**src/rtl/core_pkg.sv**
```systemverilog
// Shared integer-core constants and the register-address type.
// Also holds the one-hot decode used by the writeback scoreboard.
package core_pkg;

  localparam int XLEN  = 32;
  localparam int AW    = 5;
  localparam int NREGS = 32;

  typedef logic [AW-1:0] reg_addr_t;

  // x0 never gets a bit, so an access to it decodes to an empty mask.
  function automatic logic [NREGS-1:0] rd_onehot(input reg_addr_t rd);
    logic [NREGS-1:0] mask;
    mask = '0;
    if (rd != '0) mask[rd] = 1'b1;
    return mask;
  endfunction

endpackage

```
**src/rtl/wb_scoreboard.sv**
```systemverilog
// Pending-result scoreboard: one bit per register with an outstanding
// long-latency result. Bit 0 is held at zero.
module wb_scoreboard
  import core_pkg::*;
(
  input  logic             clk,
  input  logic             rst,
  input  logic             set_en,
  input  reg_addr_t        set_rd,
  input  logic             clr_en,
  input  reg_addr_t        clr_rd,
  input  reg_addr_t        iss_rd,
  input  reg_addr_t        ra1,
  input  reg_addr_t        ra2,
  output logic [NREGS-1:0] pending,
  output logic             iss_hit,
  output logic             ra1_hit,
  output logic             ra2_hit
);

  logic [NREGS-1:0] pending_reg;
  logic [NREGS-1:0] pending_next;
  logic [NREGS-1:0] set_mask;
  logic [NREGS-1:0] clr_mask;

  assign set_mask = set_en ? rd_onehot(set_rd) : '0;
  assign clr_mask = clr_en ? rd_onehot(clr_rd) : '0;

  // Clear dominates set on the same register; the stall logic keeps that
  // case from arising in normal operation.
  genvar gi;
  generate
    for (gi = 0; gi < NREGS; gi++) begin : g_bit
      if (gi == 0) begin : g_zero
        assign pending_next[gi] = 1'b0;
      end else begin : g_live
        assign pending_next[gi] = (pending_reg[gi] | set_mask[gi]) & ~clr_mask[gi];
      end
    end
  endgenerate

  always_ff @(posedge clk) begin
    if (rst) pending_reg <= '0;
    else     pending_reg <= pending_next;
  end

  assign pending = pending_reg;
  assign iss_hit = pending_reg[iss_rd];
  assign ra1_hit = pending_reg[ra1];
  assign ra2_hit = pending_reg[ra2];

endmodule

```
**src/rtl/regfile_wb_ctrl.sv**
```systemverilog
// Register-file write-port owner: arbitrates pipeline (A) and long-latency
// (B) writebacks, tracks outstanding B results and raises decode stalls.
module regfile_wb_ctrl
  import core_pkg::*;
#(
  parameter int MAX_WAIT = 4
) (
  input  logic             clk,
  input  logic             rst,
  input  logic             a_valid,
  input  logic [AW-1:0]    a_rd,
  input  logic [XLEN-1:0]  a_wd,
  output logic             a_ready,
  input  logic             b_valid,
  input  logic [AW-1:0]    b_rd,
  input  logic [XLEN-1:0]  b_wd,
  output logic             b_ready,
  input  logic             iss_valid,
  input  logic [AW-1:0]    iss_rd,
  output logic             iss_stall,
  input  logic [AW-1:0]    ra1,
  input  logic [AW-1:0]    ra2,
  output logic             raw_stall,
  output logic             rf_we,
  output logic [AW-1:0]    rf_wa,
  output logic [XLEN-1:0]  rf_wd,
  output logic [NREGS-1:0] pending,
  output logic             err
);

  localparam int WW = 4;
  localparam logic [WW-1:0] WAIT_MAX = WW'(MAX_WAIT);

  logic [WW-1:0] wait_cnt_reg;
  logic [WW-1:0] wait_cnt_next;
  logic          err_reg;
  logic          err_next;

  logic prio_b;
  logic grant_a;
  logic grant_b;
  logic a_nz;
  logic b_nz;
  logic iss_hit;
  logic ra1_hit;
  logic ra2_hit;
  logic set_en;

  assign a_nz = (a_rd != '0);
  assign b_nz = (b_rd != '0);

  // Reset suppresses every grant so nothing reaches the regfile during rst.
  assign prio_b  = (wait_cnt_reg == WAIT_MAX);
  assign grant_a = !rst & a_valid & (!b_valid | !prio_b);
  assign grant_b = !rst & b_valid & !grant_a;
  assign a_ready = !rst & (grant_a | !a_valid);
  assign b_ready = !rst & (grant_b | !b_valid);

  assign rf_we = (grant_a & a_nz) | (grant_b & b_nz);
  assign rf_wa = grant_b ? b_rd : a_rd;
  assign rf_wd = grant_b ? b_wd : a_wd;

  assign iss_stall = !rst & iss_valid & iss_hit;
  assign raw_stall = !rst & (ra1_hit | ra2_hit);
  assign set_en    = iss_valid & !iss_stall;

  wb_scoreboard u_sb (
    .clk     (clk),
    .rst     (rst),
    .set_en  (set_en),
    .set_rd  (iss_rd),
    .clr_en  (grant_b),
    .clr_rd  (b_rd),
    .iss_rd  (iss_rd),
    .ra1     (ra1),
    .ra2     (ra2),
    .pending (pending),
    .iss_hit (iss_hit),
    .ra1_hit (ra1_hit),
    .ra2_hit (ra2_hit)
  );

  // Count cycles B has lost; once saturated B outranks A for one grant.
  always_comb begin
    wait_cnt_next = wait_cnt_reg;
    if (grant_b || !b_valid)
      wait_cnt_next = '0;
    else if (wait_cnt_reg != WAIT_MAX)
      wait_cnt_next = wait_cnt_reg + 1'b1;
  end

  // B completing an unissued register, or A overwriting a pending one,
  // means the issue/decode handshake was violated.
  always_comb begin
    err_next = err_reg;
    if (grant_b && b_nz && !pending[b_rd]) err_next = 1'b1;
    if (grant_a && a_nz &&  pending[a_rd]) err_next = 1'b1;
  end

  always_ff @(posedge clk) begin
    if (rst) begin
      wait_cnt_reg <= '0;
      err_reg      <= 1'b0;
    end else begin
      wait_cnt_reg <= wait_cnt_next;
      err_reg      <= err_next;
    end
  end

  assign err = err_reg;

endmodule

```
**config.mk**
```make
export PLATFORM = sky130hd
export DESIGN_NAME = regfile_wb_ctrl
export DESIGN_NICKNAME = d
export VERILOG_FILES = /design/src/rtl/core_pkg.sv /design/src/rtl/wb_scoreboard.sv /design/src/rtl/regfile_wb_ctrl.sv
export SDC_FILE = /design/constraint.sdc
export NUM_CORES = 1
export LEC_CHECK = 0
export ABC_AREA = 1
export BUFFER_PORTS_ARGS = -buffer_cell sky130_fd_sc_hd__buf_4
export CORE_MARGIN = 2
export CORE_UTILIZATION = 30
export CTS_CLUSTER_SIZE = 40
export DETAILED_ROUTE_END_ITERATION = 16
export SYNTH_ARGS = -nofsm -noshare
export SYNTH_HDL_FRONTEND = slang
export SYNTH_SLANG_ARGS = --single-unit
```
**constraint.sdc**
```tcl
create_clock -name clk -period 1.7 [get_ports clk]
set_input_delay 0.255 -clock clk [delete_from_list [all_inputs] [get_ports clk]]
set_output_delay 0.255 -clock clk [all_outputs]
set_load 0.02 [all_outputs]
```
**Word-level counts from Yosys, hierarchy flattened**

Index checks and enable logic that the tools add are counted.

- Add/subtract/negate cells: 1
- Shift operators: 0
- Muxes and demuxes: 22
- Div/mod/pow operators: 0
- Multiply operators: 0
- Bitwise logic cells: 110
- Eq/ne operators: 2
- Reductions and logical operators: 19
- Magnitude comparators: 7

Operators by type and width:

| operator | number |
|---|---|
| $mux 32 | 5 |
| $and 1x1->1 | 43 |
| $or 1x1->1 | 36 |
| $not 1->1 | 31 |
| $lt 5x6->1 const B | 5 |
| $bmux 1 s5 | 5 |
| $reduce_bool 5->1 | 3 |
| $demux 1 s5 | 2 |
| $ge 5x1->1 const B | 2 |
| $mux 1 | 9 |
| $logic_not 1->1 | 7 |
| $logic_and 1x1->1 | 6 |
| $mux 5 | 1 |
| $add 4x1->4 const B | 1 |
| $eq 4x3->1 const B | 1 |
| $ne 4x3->1 const B | 1 |
| $reduce_bool 2->1 | 1 |
| $reduce_or 2->1 | 1 |
| $logic_or 1x1->1 | 1 |

- Memory bits (read-only): 0
- Bits in writable memories: 0
- Logic and storage cells: 165
- Output and inout bits: 75
- Register bits after elaboration: 37
- Memories: 0
- Bits in latches: 0

**Longest topological paths before layout**

Gate-level depths: netlist of the first run.

- Word-level depth: 10
- Gate-level depth with buffers: 15
- Mapped depth without buffers: 12

**Hierarchy**

A second synthesis of the first run with hierarchy kept.

- Cell total of the unflattened synthesis: 736
- Area, all modules: 4032.6 µm²

By module, submodules not included:

| module | area an instance (µm²) | instances | sequential area each (µm²) | cells an instance |
|---|---|---|---|---|
| wb_scoreboard | 2474.9 | 1 | 620.6 | 395 |
| regfile_wb_ctrl | 1557.7 | 1 | 100.1 | 341 |

**Worst setup path before layout of the first run**

Ideal clock, no wire load.

- Kind: register to output
- From: reg wait_cnt_reg[0]
- To: out rf_wa[0]
- Path buffers: 1
- Data arrival time: 1.753 ns
- Required time: 1.445 ns
- Cell stages (with the launch flop): 8
- Setup slack: -0.308 ns
- Path through: dfxtp_1 inv_1 ha_1 nand3_1 o21ai_2 nand2_2 clkbuf_1 o21ai_0

- Word-level cells in the longest chain between the ends: 7

Ends and longest elaborated chain:

| what | line | RTL |
|---|---|---|
| from (decl) | regfile_wb_ctrl.sv:34 | `logic [WW-1:0] wait_cnt_reg;` |
| from (signal assigned) | regfile_wb_ctrl.sv:105 | `wait_cnt_reg <= wait_cnt_next;` |
| $eq 4x3->1 | regfile_wb_ctrl.sv:53 | `assign prio_b = (wait_cnt_reg == WAIT_MAX);` |
| $logic_not 1->1 | regfile_wb_ctrl.sv:54 | `assign grant_a = !rst & a_valid & (!b_valid \| !prio_b);` |
| $or 1x1->1 | regfile_wb_ctrl.sv:54 |  |
| $and 1x1->1 | regfile_wb_ctrl.sv:54 |  |
| $logic_not 1->1 | regfile_wb_ctrl.sv:55 | `assign grant_b = !rst & b_valid & !grant_a;` |
| $and 1x1->1 | regfile_wb_ctrl.sv:55 |  |
| $mux 5 | regfile_wb_ctrl.sv:60 | `assign rf_wa = grant_b ? b_rd : a_rd;` |
| to (decl) | regfile_wb_ctrl.sv:25 | `output logic [AW-1:0] rf_wa,` |

Every way passes these cells.

**Worst setup path in the final report of the first run**

- From: reg wait_cnt_reg[0]
- To: out rf_wd[22]

- Word-level cells in the longest chain between the ends: 7

Ends and longest elaborated chain:

| what | line | RTL |
|---|---|---|
| $eq 4x3->1 | regfile_wb_ctrl.sv:53 |  |
| $logic_not 1->1 | regfile_wb_ctrl.sv:54 |  |
| $or 1x1->1 | regfile_wb_ctrl.sv:54 |  |
| $and 1x1->1 | regfile_wb_ctrl.sv:54 |  |
| $logic_not 1->1 | regfile_wb_ctrl.sv:55 |  |
| $and 1x1->1 | regfile_wb_ctrl.sv:55 |  |
| $mux 32 | regfile_wb_ctrl.sv:61 | `assign rf_wd = grant_b ? b_wd : a_wd;` |
| to (decl) | regfile_wb_ctrl.sv:26 | `output logic [XLEN-1:0] rf_wd,` |

Every way passes these cells.

==> metrics.cfg, run 1 <==
[status]
status = complete, but fails checks
violations = negative setup slack

[power]
power.clock.fraction = 0.310
power.density_nw_per_um2 = 426
p_sw_frac = 0.366
max-vdd-ir-drop_uv = 323
pwr-share-comb = 0.424
seqPwrFrac = 0.267
power.switching_mw = 1.17
p_leak_nw = 3.49
p_total_mw = 3.20
power.internal_mw = 2.03

[setup_path]
critPathLaunchType = register
worstSetupPathType = reg2out
crit_required_ps = 1440
endpoint_kind = output pin
cp_max_fo = 10
arrival_ps = 1830

[sta]
fmax_ghz = 0.481
skew_ps = 4.20
final.min_clock_period_ps = 2080
fin_ws_ps = -380
drv_slew = 0
tightest_slew_ps = 590
setup_viol = 54
final-hold-violation-count = 0
period_share = 1.22
maxSlewHeadroom = 0.606
rsz0062_at_grt = yes

[cts]
htree_levels = 2
clkTransAtPathRegs_ps = 60
cts-buffers-inserted = 5
hold_buffers = 0
cts_tree = done
cts_buffer_depth = 2
cts.sinks = 36
clk_latency_ps = 290
cts_root_buffer = clkbuf_16

[place]
port_buffers = 167
place_congestion = 0.932
placedInstanceArea_um2 = 6300
post-dp-hpwl_mm = 15.1
place_ws_ps = -148

[global_routing]
antenna_found_initial = 0
grtUsageTotal = 0.271
grt_pass1_vias = 5704
grt_start_max_net_pins = 32
grt_remaining_overflow = 0
grt_pass1_wl_mm = 30.9

[routing]
vias = 6030
drc = 0
detail_route.vias_per_cell = 5.08
wire_per_inst_um = 17.3
routed_wl_mm = 20.6
drt-initial-drc-count = 637
antenna_left = 0
drt-pass1-iter-count = 5

[cells_and_area]
n_antenna_cell = 0
fin_area_um2 = 7510
drive_gt1_frac = 0.526
nNetsFinal = 1105
largest_reg_flops = 31
area_growth_pct = 81.2

[synthesis]
synth_area_leaders = nand2_1, dfxtp_1, nor2_1
netlist_area_um2 = 4140
yosysSeqAreaShare = 0.174
yosys_register_bits = 36
syn_inst = 752
synth_top_cell_area_share = 0.234
syn_avg_cell_area_um2 = 5.51
synth_nets = 848
synth_top_area_cell = nand2_1
yosysWarnings = 0
ys_types = 33

[floorplan]
dieWidth_um = 122
start_util = 0.310
num_rows = 42
dieArea_um2 = 14800
chipHeight_um = 122
io_pins = 169
coreArea_um2 = 13300

[job]
maxCapViolations = 0

[worst_hold_path]
hp-class = in2reg

==> through the flow <==
stage          hold slack, ps  utilization  TNS (ps)  std cells
2_1_floorplan             327            -         0        752
3_3_place_gp              508        0.472     -1730       1148
3_5_place_dp              511        0.472     -3190       1148
4_1_cts                   211        0.543    -11990       1178
5_1_grt                   221        0.563    -19340       1186
6_report                  211        0.563    -14130       1186
==> worst paths after layout <==
path,from,endpoint,slack (ps),cells past startpoint
max,wait_cnt_reg[0],rf_wd[22],-380,10
min,rst,err,210,2
max reg2reg,wait_cnt_reg[0],u_sb.pending[20],-140,11
min reg2reg,wait_cnt_reg[0],wait_cnt_reg[0],530,3
==> final cells by class <==
type	count	area [um^2]
clock buffers	7	143
well taps	176	220
clock inverters	1	7.51
repair buffers	285	2520
multi-input cells	607	3500
fillers	1299	5840
flip-flops and latches	36	812
inverters	74	297
==> timing repair <==
| action | in CTS | in global routing |
|---|---|---|
| setup buffers | 18 | 11 |
| endpoints found under the setup margin | 60 | 74 |
| gates resized for setup | 200 | 86 |
| pin swaps | 28 | 39 |
| gates cloned | 4 | 2 |
==> routing by layer <==
layer  vias to the layer above  share of wire  track usage
li1                       2945              -            -
met1                      2720           0.41        0.353
met2                       296           0.48        0.438
met3                        69          0.077       0.0512
met4                         0          0.040        0.113
met5                         -              0            0
==> cells in the final DEF (no fill, tap or decap), drive strengths merged <==
cell type,synthesis,final
a21boi,1,1
a21oi,74,74
buf,20,284
clkbuf,15,8
clkinv,2,1
clkinvlp,0,2
conb,1,1
dfxtp,36,36
ha,2,2
inv,72,72
nand2,262,262
nand3,73,73
nand3b,1,1
nand4,2,2
nor2,95,95
nor3,8,8
o211ai,8,8
o21ai,75,75
o21bai,1,1
o31ai,3,3
xnor2,1,1
==> worst max-delay path: stages (launching register included) <==
cell and delay (ps):
dfxtp_2 320, inv_2 70, ha_4 150, nand3_4 80, o21ai_4 190, nand2_4 130
buf_4 170, buf_12 130, nand2_1 90, nand2_2 70, buf_6 130
==> cells by family (layout without fill, tap and decap cells) <==
| logic type | Yosys count | in the layout | synth area share |
|---|---|---|---|
| AOI/OAI and AO/OA | 162 | 162 | 0.231 |
| other | 1 | 1 | 0.000905 |
| adders and majority gates | 2 | 2 | 0.00604 |
| xor gates and xnor gates | 1 | 1 | 0.00211 |
| buffers and inverters | 109 | 367 | 0.120 |
| DFF | 36 | 36 | 0.174 |
| and+or+nand+nor | 441 | 441 | 0.466 |
==> cell usage after synthesis <==
cell type / n
a21boi_0: 1
a21oi_1: 45
a21oi_2: 29
buf_1: 1
buf_12: 3
buf_2: 12
buf_4: 2
buf_6: 2
clkbuf_1: 15
clkinv_1: 2
conb_1: 1
dfxtp_1: 36
ha_1: 2
inv_1: 69
inv_2: 2
inv_4: 1
nand2_1: 258
nand2_2: 3
nand2_4: 1
nand3_1: 44
nand3_2: 29
nand3b_1: 1
nand4_1: 2
nor2_1: 93
nor2_2: 2
nor3_1: 8
o211ai_1: 8
o21ai_0: 66
o21ai_1: 8
o21ai_2: 1
o21bai_1: 1
o31ai_1: 3
xnor2_1: 1
==> power groups by stage <==
stage	combinational [mW]	sequential, mW	clock (mW)
5_1_grt	1.45	0.853	1.02
6_report	1.35	0.853	0.990
3_3_place_gp	1.11	0.895	0
2_1_floorplan	0.561	0.903	0
3_5_place_dp	1.11	0.895	0
4_1_cts	1.28	0.864	0.981
No activity file was read; power rests on OpenSTA's default activity.
==> run 2, diff against run 1 <==
clock period = 2.6 ns   (was 1.7 ns; I/O delays follow)
==> run 2 against run 1 <==
Against the previous run:
- the run now ends clean
- first-iteration DRC count is 7.5% higher
- clock-buffer cell count decreased by 1
- hold slack improved by 140 ps
- critical path depth did not move
- setup slack better by 550 ps
- clock skew grew 4.5 ps
- die area unchanged
- sequential share of layout area increased by 2.0 points
- combinational power is 53% lower
- sequential power decreased by 32%
- critical endpoint is now rf_wd[20]
- largest power group unchanged
==> metrics.cfg, run 2 (synthesis results as in run 1) <==
[setup_path]
cp_max_fo = 32  ; +22
critical_path_buf_inv_count = 4  ; unchanged
cp_slowest_cell = dfxtp_1
slowest_delay_ps = 330  ; about the same
crit_required_ps = 2210  ; +770 ps
critPathLaunchType = register
arrival_ps = 2040  ; +210 ps
path_cells = inv_1 > ha_1 > nand3_1 > o21ai_2 > nand2_2 > inv_2 > buf_12 > nand2_1 > nand2_1 > buf_4
path_common_cell = nand2_1
worstSetupPathType = reg2out
cp_top_family = buffers and inverters
endpoint_kind = output pin

[cts]
clk_latency_ps = 300  ; about the same
cts_buffer_depth = 2  ; unchanged
clkTransAtPathRegs_ps = 60  ; about the same
cts.sinks = 36  ; unchanged
cts-buffers-inserted = 5  ; unchanged
hold_buffers = 0  ; unchanged
cts_tree = done
cts_root_buffer = clkbuf_16
htree_levels = 2  ; unchanged

[floorplan]
io_pins = 169  ; unchanged
dieArea_um2 = 14800  ; unchanged
coreArea_um2 = 13300  ; unchanged
chipHeight_um = 122  ; unchanged
dieWidth_um = 122  ; unchanged
num_rows = 42  ; unchanged
start_util = 0.310  ; unchanged

[global_routing]
grt_start_max_net_pins = 33  ; +3.1%
grtUsageTotal = 0.243  ; -0.0273
antenna_found_initial = 0  ; unchanged
grt_pass1_wl_mm = 28.0  ; -9.4%
grt_pass1_vias = 4908  ; -14%
grt_remaining_overflow = 0  ; unchanged

[sta]
period_share = 0.936
skew_ps = 8.66  ; +4.46 ps
final.min_clock_period_ps = 2430
final-hold-violation-count = 0  ; unchanged
drv_slew = 0  ; unchanged
fmax_ghz = 0.411
hold_ws_ps = 355  ; +144 ps
tightest_slew_ps = 575  ; -14.8 ps
maxSlewHeadroom = 0.615  ; +0.00896
setup_viol = 0  ; -100%

[routing]
vias = 5363  ; -11%
drt-pass1-iter-count = 6  ; +1
drt-initial-drc-count = 685  ; +7.5%
detail_route.vias_per_cell = 4.98  ; -2.1%
wire_per_inst_um = 16.9  ; -2.7%
antenna_left = 0  ; unchanged
routed_wl_mm = 18.2  ; -12%
drc = 0  ; unchanged

[place]
place_congestion = 0.962  ; +3.3%
port_buffers = 167  ; unchanged
placedInstanceArea_um2 = 5470  ; -13%
post-dp-hpwl_mm = 14.1  ; -6.6%

[power]
p_leak_nw = 2.63  ; -25%
power.density_nw_per_um2 = 328  ; -23%
max-vdd-ir-drop_uv = 223  ; -31%

[worst_hold_path]
hp-class = in2reg

[cells_and_area]
final_util = 0.422  ; -0.140
drive_gt1_frac = 0.280  ; -0.246
layout_common_cells = nand2_1, buf_4, nor2_1
area_growth_pct = 36.1
nNetsFinal = 996  ; -9.9%
fin_area_um2 = 5640  ; -25%
n_antenna_cell = 0  ; unchanged
multi_input_area_um2 = 2930  ; -16%
layout_commonest_cell = nand2_1
register_area_um2 = 721  ; -11%
num-fill-cells = 1518  ; +17%
largest_reg_flops = 31  ; unchanged

[job]
maxCapViolations = 0  ; unchanged

[status]
status = complete, no violations

==> run 2: cell types whose count changed in the layout (fill, tap and decap cells not counted), moves of 23 or more <==
| cell | change |
|---|---|
| o21ai_2 | -23 |
| o21ai_0 | +40 |
| buf_4 | -45 |
| buf_6 | -49 |
| nand2_2 | -52 |
| dfxtp_1 | +33 |
| nand2_1 | +70 |
==> run 2: final timing paths <==
path | startpoint | end | slack, ps | cells past startpoint
setup / recovery | wait_cnt_reg[0] | rf_wd[20] | 170 | 10
hold / removal | rst | err | 350 | 2
setup reg to reg | wait_cnt_reg[0] | u_sb.pending[20] | 510 | 10
hold reg to reg | wait_cnt_reg[0] | wait_cnt_reg[0] | 520 | 2
==> run 2: power by group <==
group          switching (mW)  internal, mW  total, mW
clock                   0.254         0.378      0.632
combinational           0.384         0.256      0.639
sequential             0.0147         0.561      0.576
==> run 2: through the flow <==
stage	cells	setup slack, ps	TNS [ps]	total power, mW
after global placement	1068	427	0	1.22
final	1077	167	0	1.85
after detailed placement	1068	383	0	1.22
after floorplan	752	457	0	0.926
after CTS	1076	63.0	0	1.85
after global routing	1077	-6.89	-17.9	1.94
==> run 2: area by class of cell <==
class | instances | area share
clock buffers | 6 | 0.0246
clock inverters | 2 | 0.00178
inverters | 74 | 0.0497
multi-input cells | 607 | 0.520
flip-flops and latches | 36 | 0.128
well taps | 176 | 0.0391
repair buffers | 176 | 0.237
==> run 2: repair_timing <==
action,4_1_cts,5_1_grt
setup buffers,0,1
resized for setup,0,2
endpoints found under the setup margin,0,36
==> run 2: layer usage <==
layer	vias to the layer above	GRT usage	wire length, um
met5	-	0	0
met4	0	0.0783	482
met3	35	0.0409	1460
met2	253	0.384	8380
met1	2360	0.338	7850
li1	2715	-	-
